**config.mk**
```make
export PLATFORM = sky130hd
export DESIGN_NAME = ibex_load_store_resp
export DESIGN_NICKNAME = d
export VERILOG_FILES = /design/src/rtl/ibex_load_store_resp.sv
export SDC_FILE = /design/constraint.sdc
export NUM_CORES = 1
export LEC_CHECK = 0
export CAP_MARGIN = 5
export CORE_AREA = 2 2 95 79
export CTS_BUF_LIST = sky130_fd_sc_hd__clkbuf_8
export DETAILED_ROUTE_END_ITERATION = 12
export DIE_AREA = 0 0 97 81
export PLACE_DENSITY = 0.9
export SYNTH_ARGS = -nofsm -noshare
export SYNTH_HDL_FRONTEND = slang
export SYNTH_SLANG_ARGS = --single-unit
```
**constraint.sdc**
```tcl
create_clock -name clk_i -period 8.11 [get_ports clk_i]
set_clock_uncertainty 0.15 [all_clocks]
set_input_delay 1.622 -clock clk_i [delete_from_list [all_inputs] [get_ports clk_i]]
set_output_delay 1.622 -clock clk_i [all_outputs]
set_load 0.005 [all_outputs]
```
**src/rtl/ibex_load_store_resp.sv**
```systemverilog
// LSU response stage: tracks one outstanding access, merges split responses,
// aligns and extends load data, and pulses writeback and error signals.
module ibex_load_store_resp #(
  parameter logic ResetAll = 1'b0
) (
  input  logic        clk_i,
  input  logic        rst_i,
  input  logic        req_valid_i,
  output logic        req_ready_o,
  input  logic        req_we_i,
  input  logic [1:0]  req_type_i,
  input  logic        req_sign_ext_i,
  input  logic [1:0]  req_offset_i,
  input  logic        data_rvalid_i,
  input  logic [31:0] data_rdata_i,
  input  logic        data_err_i,
  output logic        rf_we_lsu_o,
  output logic [31:0] rf_wdata_lsu_o,
  output logic        lsu_resp_valid_o,
  output logic        load_err_o,
  output logic        store_err_o,
  output logic        busy_o
);

  typedef enum logic [1:0] {
    IDLE,
    WAIT_LAST,
    WAIT_FIRST
  } state_e;

  state_e      r_state;
  state_e      w_state_nxt;
  logic        r_we;
  logic        r_sign;
  logic [1:0]  r_type;
  logic [1:0]  r_off;
  logic [31:0] r_rdata;
  logic        r_err;

  logic        w_accept;
  logic        w_split_in;
  logic        w_split_q;
  logic        w_word_q;
  logic        w_final;
  logic        w_latch;
  logic        w_err_all;
  logic [4:0]  w_sh;
  logic [5:0]  w_lsh;
  logic [31:0] w_raw;
  logic [31:0] w_ext;

  // Type 11 is handled like a word access.
  assign w_split_in =
    ((req_type_i == 2'b00 || req_type_i == 2'b11) && req_offset_i != 2'b00) ||
    (req_type_i == 2'b01 && req_offset_i == 2'b11);
  assign w_word_q  = (r_type == 2'b00) || (r_type == 2'b11);
  assign w_split_q = (w_word_q && r_off != 2'b00) ||
                     (r_type == 2'b01 && r_off == 2'b11);
  assign w_accept  = req_valid_i & req_ready_o;

  // Next-state and handshake decode.
  always_comb begin
    w_state_nxt = r_state;
    req_ready_o = 1'b0;
    w_final     = 1'b0;
    w_latch     = 1'b0;
    unique case (r_state)
      IDLE: begin
        req_ready_o = 1'b1;
        if (req_valid_i)
          w_state_nxt = w_split_in ? WAIT_FIRST : WAIT_LAST;
      end
      WAIT_FIRST: begin
        if (data_rvalid_i) begin
          w_latch     = 1'b1;
          w_state_nxt = WAIT_LAST;
        end
      end
      WAIT_LAST: begin
        if (data_rvalid_i) begin
          w_final     = 1'b1;
          req_ready_o = 1'b1;
          if (req_valid_i)
            w_state_nxt = w_split_in ? WAIT_FIRST : WAIT_LAST;
          else
            w_state_nxt = IDLE;
        end
      end
      default: w_state_nxt = IDLE;
    endcase
  end

  // State and captured request attributes.
  always_ff @(posedge clk_i) begin
    if (rst_i) begin
      r_state <= IDLE;
      r_we    <= 1'b0;
      r_sign  <= 1'b0;
      r_type  <= 2'b00;
      r_off   <= 2'b00;
      r_err   <= 1'b0;
    end else begin
      r_state <= w_state_nxt;
      if (w_accept) begin
        r_we   <= req_we_i;
        r_sign <= req_sign_ext_i;
        r_type <= req_type_i;
        r_off  <= req_offset_i;
      end
      if (w_latch)
        r_err <= data_err_i;
    end
  end

  // First half of a split access; cleared on reset only when ResetAll.
  always_ff @(posedge clk_i) begin
    if (ResetAll && rst_i)
      r_rdata <= 32'h0;
    else if (w_latch && !rst_i)
      r_rdata <= data_rdata_i;
  end

  assign w_sh  = {r_off, 3'b000};
  assign w_lsh = 6'd32 - {1'b0, w_sh};

  // Align the bus data, then extend to 32 bits by access size.
  always_comb begin
    w_raw = data_rdata_i >> w_sh;
    if (w_split_q && w_word_q)
      w_raw = (data_rdata_i << w_lsh) | (r_rdata >> w_sh);
    else if (w_split_q)
      w_raw = {16'h0, data_rdata_i[7:0], r_rdata[31:24]};
    w_ext = w_raw;
    unique case (1'b1)
      (r_type == 2'b10): w_ext = {{24{r_sign & w_raw[7]}}, w_raw[7:0]};
      (r_type == 2'b01): w_ext = {{16{r_sign & w_raw[15]}}, w_raw[15:0]};
      default:           w_ext = w_raw;
    endcase
  end

  assign w_err_all        = data_err_i | (w_split_q & r_err);
  assign lsu_resp_valid_o = w_final;
  assign load_err_o       = w_final & ~r_we & w_err_all;
  assign store_err_o      = w_final & r_we & w_err_all;
  assign rf_we_lsu_o      = w_final & ~r_we & ~w_err_all;
  assign rf_wdata_lsu_o   = rf_we_lsu_o ? w_ext : 32'h0;
  assign busy_o           = (r_state != IDLE);

  a_onehot: assert property (@(posedge clk_i) disable iff (rst_i)
    $onehot0({rf_we_lsu_o, load_err_o, store_err_o}));

  a_idle_quiet: assert property (@(posedge clk_i) disable iff (rst_i)
    (r_state == IDLE) |-> !(lsu_resp_valid_o || rf_we_lsu_o ||
                            load_err_o || store_err_o));

  a_no_req_wf: assert property (@(posedge clk_i) disable iff (rst_i)
    !(r_state == WAIT_FIRST && req_valid_i && req_ready_o));

endmodule

```
==> impl_metrics.py, run 1 <==
metrics = {
    "run_status": {
        "status": "complete, no violations",
    },
    "cells_and_area": {
        "multi_input_area_sq_um": 2340,
        "mostFrequentLayoutCells": "clkdlybuf4s50_1 (80), nand2_1 (36), mux2i_1 (34)",
        "seq_area_sq_um": 1140,
        "area_growth_syn_to_layout_pct": 25.1,
        "layout_commonest_cell": "clkdlybuf4s50_1",
        "drive_gt1_frac": 0.113,
        "final.fill_count": 550,
        "nets": 498,
        "diodes": 0,
    },
    "timing": {
        "timing.fmax_mhz": 155,
        "worst_slack_ns": 1.65,
        "worst_pin_slew_ns": 1.14,
        "hold_viol_final": 0,
        "slew_headroom": 0.236,
        "fin_setup_tns_ns": 0,
        "setup_viol_count_final": 0,
        "finalCritPeriodShare": 0.797,
        "rsz0062_at_grt": "false",
        "slew_viol_final": 0,
        "period_minus_slack_ns": 6.46,
    },
    "logic_synthesis": {
        "synth_warnings": 0,
        "async_flop_share": 0,
        "synth_cells": 391,
        "synth_nets": 439,
        "ys_seq_elements": 41,
        "ys.flop_type": "edfxtp_1",
        "ys_seq_area_frac": 0.311,
        "synth.distinct_cells": 55,
        "netlist_area_sq_um": 3670,
        "synth_edf_count": 32,
        "syn_avg_cell_area_sq_um": 9.40,
    },
    "grt": {
        "use_met3": 0.0637,
        "gr-max-usage-layer": "met2",
        "gr-usage-all-layers": 0.290,
        "antenna_found_initial": 0,
        "grtUsageMet1": 0.377,
        "grt_pass1_wl_um": 18100,
        "grt_use_met2": 0.465,
        "globalRouteOverflowTotal": 0,
        "grt_max_degree": 72,
        "grt_pass1_vias": 3544,
    },
    "floorplanning": {
        "die_w_um": 97,
        "start_util": 0.522,
        "fp.dieH_um": 81,
        "std_cell_rows": 28,
        "die_area_sq_um": 7860,
        "io_pins": 81,
        "coreArea_sq_um": 7040,
    },
    "critical_path": {
        "required_ns": 6.34,
        "critPathMaxFanout": 20,
        "critPathMaxStageDelay_ns": 0.88,
        "worst-path-buf-inv": 2,
        "path_cells": "clkdlybuf4s50_1 -> nand3b_1 -> a2111o_1 -> or4_1 -> o31ai_1 -> clkdlybuf4s50_1",
        "crit_type": "input pin to output pin",
        "start_kind": "input pin",
        "endpoint_kind": "output pin",
        "cp_top_family": "buffers and inverters",
        "cp.arrival_ns": 4.69,
        "cpMaxStageDelayCell": "or4_1",
        "cpMostUsedCell": "clkdlybuf4s50_1",
    },
    "power_and_ir_drop": {
        "finalPower_uw": 663,
        "power_density_nw_per_um2": 144,
        "p_leak_nw": 1.53,
        "worst_ir_drop_vdd_uv": 116,
    },
    "clock_tree": {
        "postCtsSetupBuffers": 0,
        "path_clk_slew_ns": 0.08,
        "cts_resized": 0,
        "ctsHoldBuffers": 0,
        "cts_tree": "yes",
        "cts_buffers": 5,
        "root_buffer": "clkbuf_8",
        "clkLatencyLatePin_ns": 0.31,
        "cts.sinks": 41,
        "cts.htree.levels": 2,
        "clk_path_buf_depth": 2,
    },
    "route": {
        "first_pass_iters": 6,
        "finalWirelength_um": 11500,
        "wire_per_inst_um": 21.2,
        "vias": 3789,
        "drc": 0,
        "ant_nets": 0,
        "drt_iter0_markers": 530,
        "avgViaCountPerCell": 7.00,
    },
    "place": {
        "gp_congestion": 0.918,
        "dpl.hpwl_um": 7520,
        "pre_cts_ws_ns": 1.73,
        "port_buffers": 80,
    },
    "run": {
        "drv_cap": 0,
    },
    "hold_path": {
        "worst_hold_path_type": "flop to flop",
    },
}
[power breakdown]
part	switching (mW)	total [mW]	internal, mW
logic	0.138	0.248	0.110
registers	0.00452	0.237	0.232
clock network	0.0788	0.179	0.100
total	0.221	0.663	0.442
[metrics by stage]
stage / instances / utilization / cell area, sq um / hold WS [ns]
2_1_floorplan: 391 / - / 3670 / 0.333
3_3_place_gp: 533 / 0.636 / 4480 / 0.361
3_5_place_dp: 533 / 0.636 / 4480 / 0.373
4_1_cts: 541 / 0.653 / 4600 / 0.397
5_1_grt: 541 / 0.653 / 4600 / 0.421
6_report: 541 / 0.653 / 4600 / 0.393
[cell usage after synthesis (all sizes together), types with 6 or more instances]
library cell	n	area, sq um
mux4	19	428
o21ai	28	140
mux2i	34	340
o31ai	8	60.1
dfxtp	9	180
mux2	10	113
edfxtp	32	961
nand3	7	35.0
nor2	34	128
nand2	37	141
o221ai	9	78.8
a221oi	6	52.6
buf	16	90.1
a21oi	15	75.1
a22oi	13	97.6
inv	10	37.5
clkbuf	18	67.6
nor3	24	120
a211oi	11	82.6
[worst min-delay path: cells and delay by family (launching register included)]
kind,cells,cell delay [ns]
and+or+nand+nor,1,0.08
muxes,1,0.08
DFF,1,0.36
[worst paths after layout]
kind	start	endpoint	slack [ns]	cells after the start
setup / recovery	data_rvalid_i	rf_wdata_lsu_o[14]	1.65	6
hold / removal	r_err	r_err	0.39	2
setup reg to reg	r_state[1]	r_rdata[22]	6.48	3
hold reg to reg	r_err	r_err	0.39	2
[kinds of logic (layout without fill, tap and decap cells)]
kind of cell / Yosys count / after routing / synth area share
fa+ha+maj: 5 / 5 / 0.0170
flops: 41 / 41 / 0.311
simple gates: 120 / 120 / 0.151
compound gates: 117 / 117 / 0.228
mux: 63 / 63 / 0.240
buf+inv: 45 / 105 / 0.0541
[flip-flops by register name, indices dropped and copies added, names as in the netlist]
signal   cells
r_rdata     32
r_off        2
r_state      2
r_type       2
r_err        1
r_sign       1
r_we         1
[per-layer routing]
layer | vias up | routed length (um)
met4 | 0 | 547
met2 | 325 | 5180
met3 | 65 | 1320
li1 | 1649 | -
met5 | - | 0
met1 | 1750 | 4430
[layout make-up]
class,instances,area share
Tap cell,90,0.0245
Clock inverter,2,0.00789
Sequential cell,41,0.248
Inverter,11,0.00898
Multi-Input combinational cell,305,0.508
Clock buffer,6,0.0180
Timing Repair Buffer,86,0.184
(Power assumes the default switching activity.)
==> run 2: changes to the inputs <==
--- a/config.mk
+++ b/config.mk
@@ -6,11 +6,11 @@
 export NUM_CORES = 1
 export LEC_CHECK = 0
 export CAP_MARGIN = 5
-export CORE_AREA = 2 2 95 79
+export CORE_AREA = 2 2 97 80
 export CTS_BUF_LIST = sky130_fd_sc_hd__clkbuf_8
 export DETAILED_ROUTE_END_ITERATION = 12
-export DIE_AREA = 0 0 97 81
-export PLACE_DENSITY = 0.9
+export DIE_AREA = 0 0 99 82
+export PLACE_DENSITY = 0.87
 export SYNTH_ARGS = -nofsm -noshare
 export SYNTH_HDL_FRONTEND = slang
 export SYNTH_SLANG_ARGS = --single-unit
==> constraint.sdc (replaced) <==
create_clock -name clk_i -period 6.51 [get_ports clk_i]
set_clock_uncertainty 0.15 [all_clocks]
set_input_delay 1.302 -clock clk_i [delete_from_list [all_inputs] [get_ports clk_i]]
set_output_delay 1.302 -clock clk_i [all_outputs]
set_load 0.005 [all_outputs]
==> run 2 against run 1 <==
Compared with the run above: die area is 3.3% higher; sequential share of layout area is 0.061 points lower; global-route usage is 0.94 points lower; via count is 1.8% lower; wire length hardly changed; count of clock-buffer cells in the layout is 1 lower; hold slack better by 0.0045 ns; final cell count is 0.55% higher.
==> impl_metrics.py, run 2 (synthesis gave the netlist of run 1 again) <==
metrics = {
    "timing": {
        "fin_setup_tns_ns": 0,
        "slew_viol_final": 0,
        "finalCritPeriodShare": 0.893,
        "rsz0062_at_grt": "false",
        "timing.fmax_mhz": 172,
        "worst_pin_slew_ns": 1.08,
        "slew_headroom": 0.279,
        "period_minus_slack_ns": 5.81,
        "worst_slack_ns": 0.698,
        "hold_viol_final": 0,
        "hold_ws_ns": 0.397,
        "setup_viol_count_final": 0,
    },
    "grt": {
        "grt_pass1_wl_um": 18000,
        "antenna_found_initial": 0,
        "grt_pass1_vias": 3472,
        "gr-usage-all-layers": 0.281,
        "grt_max_degree": 72,
        "globalRouteOverflowTotal": 0,
    },
    "critical_path": {
        "r2r_cells": 3,
        "cpMostUsedCell": "clkdlybuf4s50_1",
        "required_ns": 5.06,
        "start_kind": "input pin",
        "worst-path-buf-inv": 2,
        "r2r-start": "r_state[1]",
        "reg2reg_slack_ns": 4.89,
        "r2r-end": "r_rdata[13]",
        "critPathMaxFanout": 20,
        "cp.arrival_ns": 4.36,
        "crit_type": "input pin to output pin",
        "endpoint_kind": "output pin",
        "cpMaxStageDelayCell": "or4_1",
        "critPathMaxStageDelay_ns": 0.87,
        "cp_top_family": "buffers and inverters",
        "path_cells": "clkdlybuf4s50_1 -> nand3b_1 -> a2111o_1 -> or4_1 -> o31ai_1 -> clkdlybuf4s50_1",
    },
    "clock_tree": {
        "cts_buffers": 5,
        "root_buffer": "clkbuf_8",
        "clk_path_buf_depth": 2,
        "cts.sinks": 41,
        "cts_resized": 0,
        "path_clk_slew_ns": 0.08,
        "ctsHoldBuffers": 0,
        "clkLatencyLatePin_ns": 0.30,
        "postCtsSetupBuffers": 0,
        "cts_tree": "yes",
        "cts.htree.levels": 2,
    },
    "place": {
        "gp_congestion": 0.908,
        "dpl.hpwl_um": 7440,
        "pre_cts_ws_ns": 0.737,
        "port_buffers": 80,
        "place_area_sq_um": 4500,
        "dp_cells": 536,
    },
    "floorplanning": {
        "coreArea_sq_um": 7180,
        "std_cell_rows": 28,
        "io_pins": 81,
        "start_util": 0.512,
        "die_area_sq_um": 8120,
        "die_w_um": 99,
        "fp.dieH_um": 82,
    },
    "power_and_ir_drop": {
        "power_frac_comb": 0.380,
        "p_switching_uw": 269,
        "p_leak_nw": 1.54,
        "p_sw_frac": 0.332,
        "power_density_nw_per_um2": 176,
        "p_int_uw": 541,
        "power_frac_clock": 0.256,
        "seqPwrFrac": 0.364,
        "worst_ir_drop_vdd_uv": 141,
    },
    "route": {
        "drc": 0,
        "wire_per_inst_um": 21.1,
        "first_pass_iters": 5,
        "ant_nets": 0,
        "finalWirelength_um": 11500,
        "vias": 3719,
        "avgViaCountPerCell": 6.84,
        "drt_iter0_markers": 422,
    },
    "cells_and_area": {
        "stdcell_count": 544,
        "area_growth_syn_to_layout_pct": 25.4,
        "drive_gt1_frac": 0.117,
        "diodes": 0,
        "mostFrequentLayoutCells": "clkdlybuf4s50_1 (80), nand2_1 (36), mux2i_1 (34)",
        "top_register": "r_rdata",
        "postLayoutCellArea_sq_um": 4610,
        "nets": 501,
        "largest_register_ffs": 32,
        "layout_commonest_cell": "clkdlybuf4s50_1",
    },
    "hold_path": {
        "worst_hold_path_type": "flop to flop",
        "holdPathStages": 2,
        "min_to": "r_err",
        "min_from": "r_err",
    },
    "run": {
        "drv_cap": 0,
    },
    "run_status": {
        "status": "complete, no violations",
    },
}
[run 2: layout make-up]
cell class	instances	area (sq um)
Inverter	11	41.3
Fill cell	586	2570
Multi-Input combinational cell	305	2340
Tap cell	90	113
Clock inverter	3	38.8
Sequential cell	41	1140
Timing Repair Buffer	89	868
Clock buffer	5	68.8
[run 2: per-layer routing]
layer  GRT usage  vias up  share of wire
met5           0        -              0
met3      0.0477       21           0.11
met2       0.455      264           0.46
met1       0.388     1769           0.40
met4      0.0918        0          0.018
li1            -     1665              -
[run 2: worst max-delay path by stage]
| stage | start | endpoint | slack (ns) | cells after the start |
|---|---|---|---|---|
| 2_1_floorplan | data_rvalid_i | rf_wdata_lsu_o[12] | 2.51 | 5 |
| 3_3_place_gp | data_rvalid_i | rf_wdata_lsu_o[9] | 0.83 | 6 |
| 3_5_place_dp | data_rvalid_i | rf_wdata_lsu_o[15] | 0.74 | 6 |
| 4_1_cts | data_rvalid_i | rf_wdata_lsu_o[15] | 0.74 | 6 |
| 5_1_grt | data_rvalid_i | rf_wdata_lsu_o[14] | 0.58 | 7 |
| 6_report | data_rvalid_i | rf_wdata_lsu_o[15] | 0.70 | 6 |
[run 2: through the flow]
step / total power [mW] / util
2_1_floorplan: 0.500 / -
3_3_place_gp: 0.592 / 0.627
3_5_place_dp: 0.600 / 0.627
4_1_cts: 0.803 / 0.642
5_1_grt: 0.842 / 0.642
6_report: 0.810 / 0.642
[run 2: worst register-to-register path: stages (launching register included)]
cell,delay (ns)
dfxtp_1,0.45
nand3b_1,0.16
nor2_2,0.10
buf_4,0.40
[run 2: power groups by stage]
| stage | registers, mW | clock network, mW | logic [mW] |
|---|---|---|---|
| 3_3_place_gp | 0.300 | 0 | 0.292 |
| 4_1_cts | 0.294 | 0.207 | 0.301 |
| 2_1_floorplan | 0.299 | 0 | 0.202 |
| 3_5_place_dp | 0.301 | 0 | 0.300 |
| 6_report | 0.295 | 0.207 | 0.308 |
| 5_1_grt | 0.296 | 0.217 | 0.330 |
==> run 3: changes to the inputs <==
--- a/config.mk
+++ b/config.mk
@@ -11,6 +11,7 @@
 export DETAILED_ROUTE_END_ITERATION = 12
 export DIE_AREA = 0 0 99 82
 export PLACE_DENSITY = 0.87
+export SKIP_LAST_GASP = 1
 export SYNTH_ARGS = -nofsm -noshare
 export SYNTH_HDL_FRONTEND = slang
 export SYNTH_SLANG_ARGS = --single-unit
==> results of run 3 <==
The final DEF is identical to that of run 2; final timing and power are the same.
